--- config.mk ---
export PLATFORM = sky130hd
export DESIGN_NAME = mult_arbiter
export DESIGN_NICKNAME = d
export VERILOG_FILES = /design/src/rtl/mult_arb_pkg.sv /design/src/rtl/signed_mult.sv /design/src/rtl/mult_arbiter.sv
export SDC_FILE = /design/constraint.sdc
export NUM_CORES = 1
export LEC_CHECK = 0
export CAP_MARGIN = 20
export CORE_MARGIN = 2
export CORE_UTILIZATION = 25
export CTS_BUF_LIST = sky130_fd_sc_hd__clkbuf_4 sky130_fd_sc_hd__clkbuf_8
export DETAILED_ROUTE_END_ITERATION = 7
export GPL_TIMING_DRIVEN = 0
export PLACE_DENSITY_LB_ADDON = 0.25
export SLEW_MARGIN = 20
export SYNTH_ARGS = -nofsm -noshare
export SYNTH_HDL_FRONTEND = slang
export SYNTH_SLANG_ARGS = --single-unit
--- constraint.sdc ---
create_clock -name clk -period 11.3 [get_ports clk]
set_input_delay 1.13 -clock clk [delete_from_list [all_inputs] [get_ports clk]]
set_output_delay 1.13 -clock clk [all_outputs]
set_load 0.03 [all_outputs]
--- src/rtl/mult_arb_pkg.sv ---
// Shared widths, latency and requester-id type for the two-port multiplier arbiter.
// No logic here; imported by mult_arbiter and signed_mult.
package mult_arb_pkg;
    localparam int NREQ     = 2;
    localparam int OP_W     = 8;
    localparam int RES_W    = 16;
    localparam int MULT_LAT = 2;

    typedef logic req_id_t;
endpackage

--- src/rtl/signed_mult.sv ---
// Registered signed 8x8 multiplier, 2-cycle latency (operands in t, product in t+2).
// No handshake: the caller tracks validity alongside the data.
module signed_mult
    import mult_arb_pkg::*;
(
    output logic signed [RES_W-1:0] out,
    input  logic                    clk,
    input  logic signed [OP_W-1:0]  a,
    input  logic signed [OP_W-1:0]  b
);
    logic signed [OP_W-1:0]  r_a;
    logic signed [OP_W-1:0]  r_b;
    logic signed [RES_W-1:0] w_a_ext;
    logic signed [RES_W-1:0] w_b_ext;

    // Sign-extend before multiplying so the 16-bit product is exact.
    assign w_a_ext = {{(RES_W-OP_W){r_a[OP_W-1]}}, r_a};
    assign w_b_ext = {{(RES_W-OP_W){r_b[OP_W-1]}}, r_b};

    always_ff @(posedge clk) begin
        r_a <= a;
        r_b <= b;
        out <= w_a_ext * w_b_ext;
    end
endmodule

--- src/rtl/mult_arbiter.sv ---
// Two requesters share one signed multiplier via round-robin; accept-to-result latency 3.
// Grants are credit-gated so each per-requester result FIFO can never overflow.
module mult_arbiter
    import mult_arb_pkg::*;
#(
    parameter int FIFO_DEPTH = 4
) (
    input  logic                    clk,
    input  logic                    rst_n,
    input  logic [NREQ-1:0]         req_valid,
    output logic [NREQ-1:0]         req_ready,
    input  logic signed [OP_W-1:0]  req_a0,
    input  logic signed [OP_W-1:0]  req_b0,
    input  logic signed [OP_W-1:0]  req_a1,
    input  logic signed [OP_W-1:0]  req_b1,
    output logic [NREQ-1:0]         res_valid,
    input  logic [NREQ-1:0]         res_ready,
    output logic signed [RES_W-1:0] res_data0,
    output logic signed [RES_W-1:0] res_data1,
    output logic                    busy
);
    localparam int PW = $clog2(FIFO_DEPTH);
    localparam int CW = PW + 2;

    logic [NREQ-1:0]         w_elig;
    logic [NREQ-1:0]         w_grant;
    logic [NREQ-1:0]         w_pop;
    logic [NREQ-1:0]         w_push;
    logic [CW-1:0]           w_infl   [NREQ];
    logic [CW-1:0]           w_credit [NREQ];
    req_id_t                 w_gid;
    logic signed [OP_W-1:0]  w_a;
    logic signed [OP_W-1:0]  w_b;
    logic signed [RES_W-1:0] w_prod;

    logic [MULT_LAT-1:0]     r_vld;
    req_id_t                 r_id   [MULT_LAT];
    req_id_t                 r_ptr;
    logic [RES_W-1:0]        r_mem  [NREQ][FIFO_DEPTH];
    logic [PW-1:0]           r_wptr [NREQ];
    logic [PW-1:0]           r_rptr [NREQ];
    logic [CW-1:0]           r_cnt  [NREQ];

    // Credits count everything not yet popped: in the pipe plus buffered.
    always_comb begin
        w_elig = '0;
        w_pop  = '0;
        w_push = '0;
        for (int i = 0; i < NREQ; i++) begin
            w_infl[i] = '0;
            for (int s = 0; s < MULT_LAT; s++) begin
                if (r_vld[s] && (r_id[s] == req_id_t'(i)))
                    w_infl[i] = w_infl[i] + CW'(1);
            end
            w_pop[i]    = res_valid[i] & res_ready[i];
            w_credit[i] = w_infl[i] + r_cnt[i] - CW'(w_pop[i]);
            w_elig[i]   = rst_n && req_valid[i] && (w_credit[i] < CW'(FIFO_DEPTH));
            w_push[i]   = r_vld[MULT_LAT-1] && (r_id[MULT_LAT-1] == req_id_t'(i));
        end
    end

    always_comb begin
        w_grant = '0;
        if (&w_elig)
            w_grant[r_ptr] = 1'b1;
        else
            w_grant = w_elig;
        w_gid = req_id_t'(w_grant[1]);
    end

    assign req_ready = w_grant;
    assign w_a       = w_gid ? req_a1 : req_a0;
    assign w_b       = w_gid ? req_b1 : req_b0;

    signed_mult u_mult (
        .out (w_prod),
        .clk (clk),
        .a   (w_a),
        .b   (w_b)
    );

    always_ff @(posedge clk) begin
        if (!rst_n) begin
            r_vld <= '0;
            r_ptr <= '0;
            for (int s = 0; s < MULT_LAT; s++)
                r_id[s] <= '0;
            for (int i = 0; i < NREQ; i++) begin
                r_wptr[i] <= '0;
                r_rptr[i] <= '0;
                r_cnt[i]  <= '0;
            end
        end else begin
            r_vld   <= {r_vld[MULT_LAT-2:0], |w_grant};
            r_id[0] <= w_gid;
            for (int s = 1; s < MULT_LAT; s++)
                r_id[s] <= r_id[s-1];
            if (|w_grant)
                r_ptr <= ~w_gid;
            for (int i = 0; i < NREQ; i++) begin
                if (w_push[i])
                    r_wptr[i] <= r_wptr[i] + PW'(1);
                if (w_pop[i])
                    r_rptr[i] <= r_rptr[i] + PW'(1);
                r_cnt[i] <= r_cnt[i] + CW'(w_push[i]) - CW'(w_pop[i]);
            end
        end
    end

    // Result storage carries no reset; validity comes from the counts.
    always_ff @(posedge clk) begin
        for (int i = 0; i < NREQ; i++) begin
            if (w_push[i])
                r_mem[i][r_wptr[i]] <= w_prod;
        end
    end

    always_comb begin
        res_valid = '0;
        for (int i = 0; i < NREQ; i++)
            res_valid[i] = (r_cnt[i] != '0);
    end

    assign busy      = (|r_vld) | (|res_valid);
    assign res_data0 = res_valid[0] ? r_mem[0][r_rptr[0]] : '0;
    assign res_data1 = res_valid[1] ? r_mem[1][r_rptr[1]] : '0;

    for (genvar g = 0; g < NREQ; g++) begin : g_chk
        a_no_overflow: assert property (@(posedge clk) disable iff (!rst_n)
            w_push[g] |-> (r_cnt[g] < CW'(FIFO_DEPTH)));
    end

    a_grant_onehot: assert property (@(posedge clk) $onehot0(req_ready));
endmodule

==> run metrics <==
Slowest-stage cell, CP clkdlybuf4s50_1; worst r2r path cells 15; CTS tree yes; hold path depth 1; setup bufs post-CTS 0; routed wire length 18.32 mm; top cell type's share of synthesized area 0.4244; Avg WL per Cell 14.06 um; register bit total from synthesis 181; Syn Inst Count 686; YS warnings 0; Die Ht 200.2 um; Avg Cell Area, Syn 14.03 um2; Clk Latency, worst-skew pair 0.47 ns; status completed; Max FO, Critical Path 10; Initial DRT Pass Iterations 4; period utilization 0.4854; Crit Path Class primary input to output port; FP Rows 71; Port Buffer Count 74; drt drc 0; GR Util All Layers 0.09622; Max stage delay on crit path 0.66 ns; number of top-level pins 75; Inst Count DP 1271; Hold Crit Endpoint r_id[0][1]; Initial Utilization 0.2549; Root Buffer clkbuf_8; non-filler cells in the finished layout 1303; worst hold path class flip-flop to flip-flop; estimated wirelength of the detail-placed design 13.69 mm; Hold Slack 0.5248 ns; clock sinks 181; diode count 0; max cap viols 0; Overflow after GRT 0; Max Root-Sink Buffers 2; Area growth syn-to-layout 18.94%; full die area 0.04008 mm2; element type at the critical path end output port; syn nets 836; cell with the most instances after synthesis edfxtp_1; number of distinct library cells after synthesis 41; startpoint class of the critical path primary input; Resized Gates After CTS 0; initial antenna violation count 0; Setup Viol. Count Final 0; Cell Area, Synth 0.009623 mm2; Final Hold Fails 0; async set or reset register ratio after synthesis 0; Tightest Pin Transition 0.8842 ns; top_reg_cell synth edfxtp_1; reg2reg start u_mult.r_b[2]; cell taking the most area after synthesis edfxtp_1; worst clock skew 0.02283 ns; largest net degree at the start of global routing 23; Post-CTS Hold Fix Bufs 0; fin. max-slew vios 0; setup ws final 5.815 ns; Antenna Violating Nets Remaining 0; RSZ-0062 raised after global routing no; via count 5101; First DRT Iteration DRCs 224; Final GP Congestion 0.7583; worst r2r dst u_mult.out[14]; CTS Buf Count 17; EDFF count, synth 136; clock slew at reported path FFs 0.12 ns; Post-synth top cells edfxtp_1 (136), inv_1 (109), and2_1 (95); worst path cell trace clkdlybuf4s50_1, and2_1, ha_1, inv_1, ha_1, and3b_1, or4_4, a21oi_4, o21ai_4, buf_6, inv_1, clkdlybuf4s50_1; via/cell ratio 3.915; hold_sp r_id[0][0]; CTS H-Tree Depth 4; WP data arrival 4.35 ns; FF-to-FF setup slack 6.71 ns; Setup TNS 0 ns; final net count 929; Seq/Total Area, Yosys 0.5180; layout cells sized above 1 0.1124; Max-slew headroom 0.4105; Die X 200.2 um; Min Clock Period, post-route 5.485 ns; vias in the first global route 5531; first-pass GRT wire length 30.28 mm; top cells by area, synth edfxtp_1 (42%), fa_1 (12%), dfxtp_1 (9.4%), mux4_2 (7.5%), ha_1 (7.2%); Fmax 182.3 MHz; WP data required 10.17 ns; dpl ws 5.724 ns; Fillers 3819; Core ar. 0.03776 mm2
flip-flops by register name (all words and copies together), names as in the netlist:
register and flops:
r_cnt 8, r_id 2, r_mem 128, r_ptr 1
r_rptr 4, r_vld 2, r_wptr 4, u_mult.out 16
u_mult.r_a 8, u_mult.r_b 8
cells in the final DEF (no fill, tap or decap), types with 11 or more instances in the layout:
| cell | netlist | final |
|---|---|---|
| dfxtp_1 | 45 | 45 |
| ha_1 | 55 | 55 |
| clkbuf_8 | 0 | 17 |
| edfxtp_1 | 136 | 136 |
| clkdlybuf4s50_1 | 0 | 74 |
| fa_1 | 57 | 57 |
| nor2_1 | 15 | 15 |
| and2_1 | 95 | 95 |
| a21oi_1 | 11 | 11 |
| xnor2_1 | 17 | 17 |
| nor2b_1 | 11 | 11 |
| inv_1 | 109 | 109 |
| nand2_1 | 18 | 18 |
| mux4_2 | 32 | 32 |
worst max-delay path by stage:
stage | startpoint | end | slack [ns] | cells past startpoint
after CTS | res_ready[0] | req_ready[1] | 5.70 | 12
final | res_ready[1] | req_ready[1] | 5.82 | 12
after global placement | res_ready[0] | req_ready[1] | 5.73 | 12
after detailed placement | res_ready[0] | req_ready[1] | 5.72 | 12
after floorplan | res_ready[1] | req_ready[1] | 7.06 | 10
after global routing | r_cnt[0][2] | req_ready[1] | 5.53 | 14
logic make-up after synthesis:
family / share of synthesized area
flops: 0.5180
fa+ha+maj: 0.1901
buf+inv: 0.04889
compound gates: 0.02510
mux: 0.09895
simple gates: 0.09895
xor+xnor: 0.02002
worst max-delay path, delay by kind of cell:
family	cells	cell delay, ns
buf+inv	5	1.46
compound gates	2	0.37
fa+ha+maj	2	0.51
simple gates	3	0.89
stage by stage:
| step | area [um2] | util |
|---|---|---|
| final | 11450 | 0.3032 |
| after global routing | 11450 | 0.3032 |
| after CTS | 11450 | 0.3032 |
| after detailed placement | 11000 | 0.2914 |
| after global placement | 11000 | 0.2914 |
| after floorplan | 9623 | - |
per-layer routing:
layer | vias to the layer above | global-route usage | share of wire
met2 | 78 | 0.1613 | 0.48
met3 | 12 | 0.01936 | 0.029
met1 | 2498 | 0.1276 | 0.49
li1 | 2513 | - | -
met5 | - | 0 | 0
met4 | 0 | 0.02319 | 0.0088
area by class of cell:
cell class,instances,area (um2),share of cell area
clock inverter,15,209.0,0.01826
buffer,13,61.31,0.005356
clock buffer,17,234.0,0.02044
sequential,181,4985,0.4355
inverter,109,409.1,0.03575
timing repair buffer,74,740.7,0.06471
tap,511,639.4,0.05586
multi-input combinational,383,4168,0.3641
Power is not shown: default switching activity piles up to over one toggle a cycle in this logic, so the estimate is an artifact.
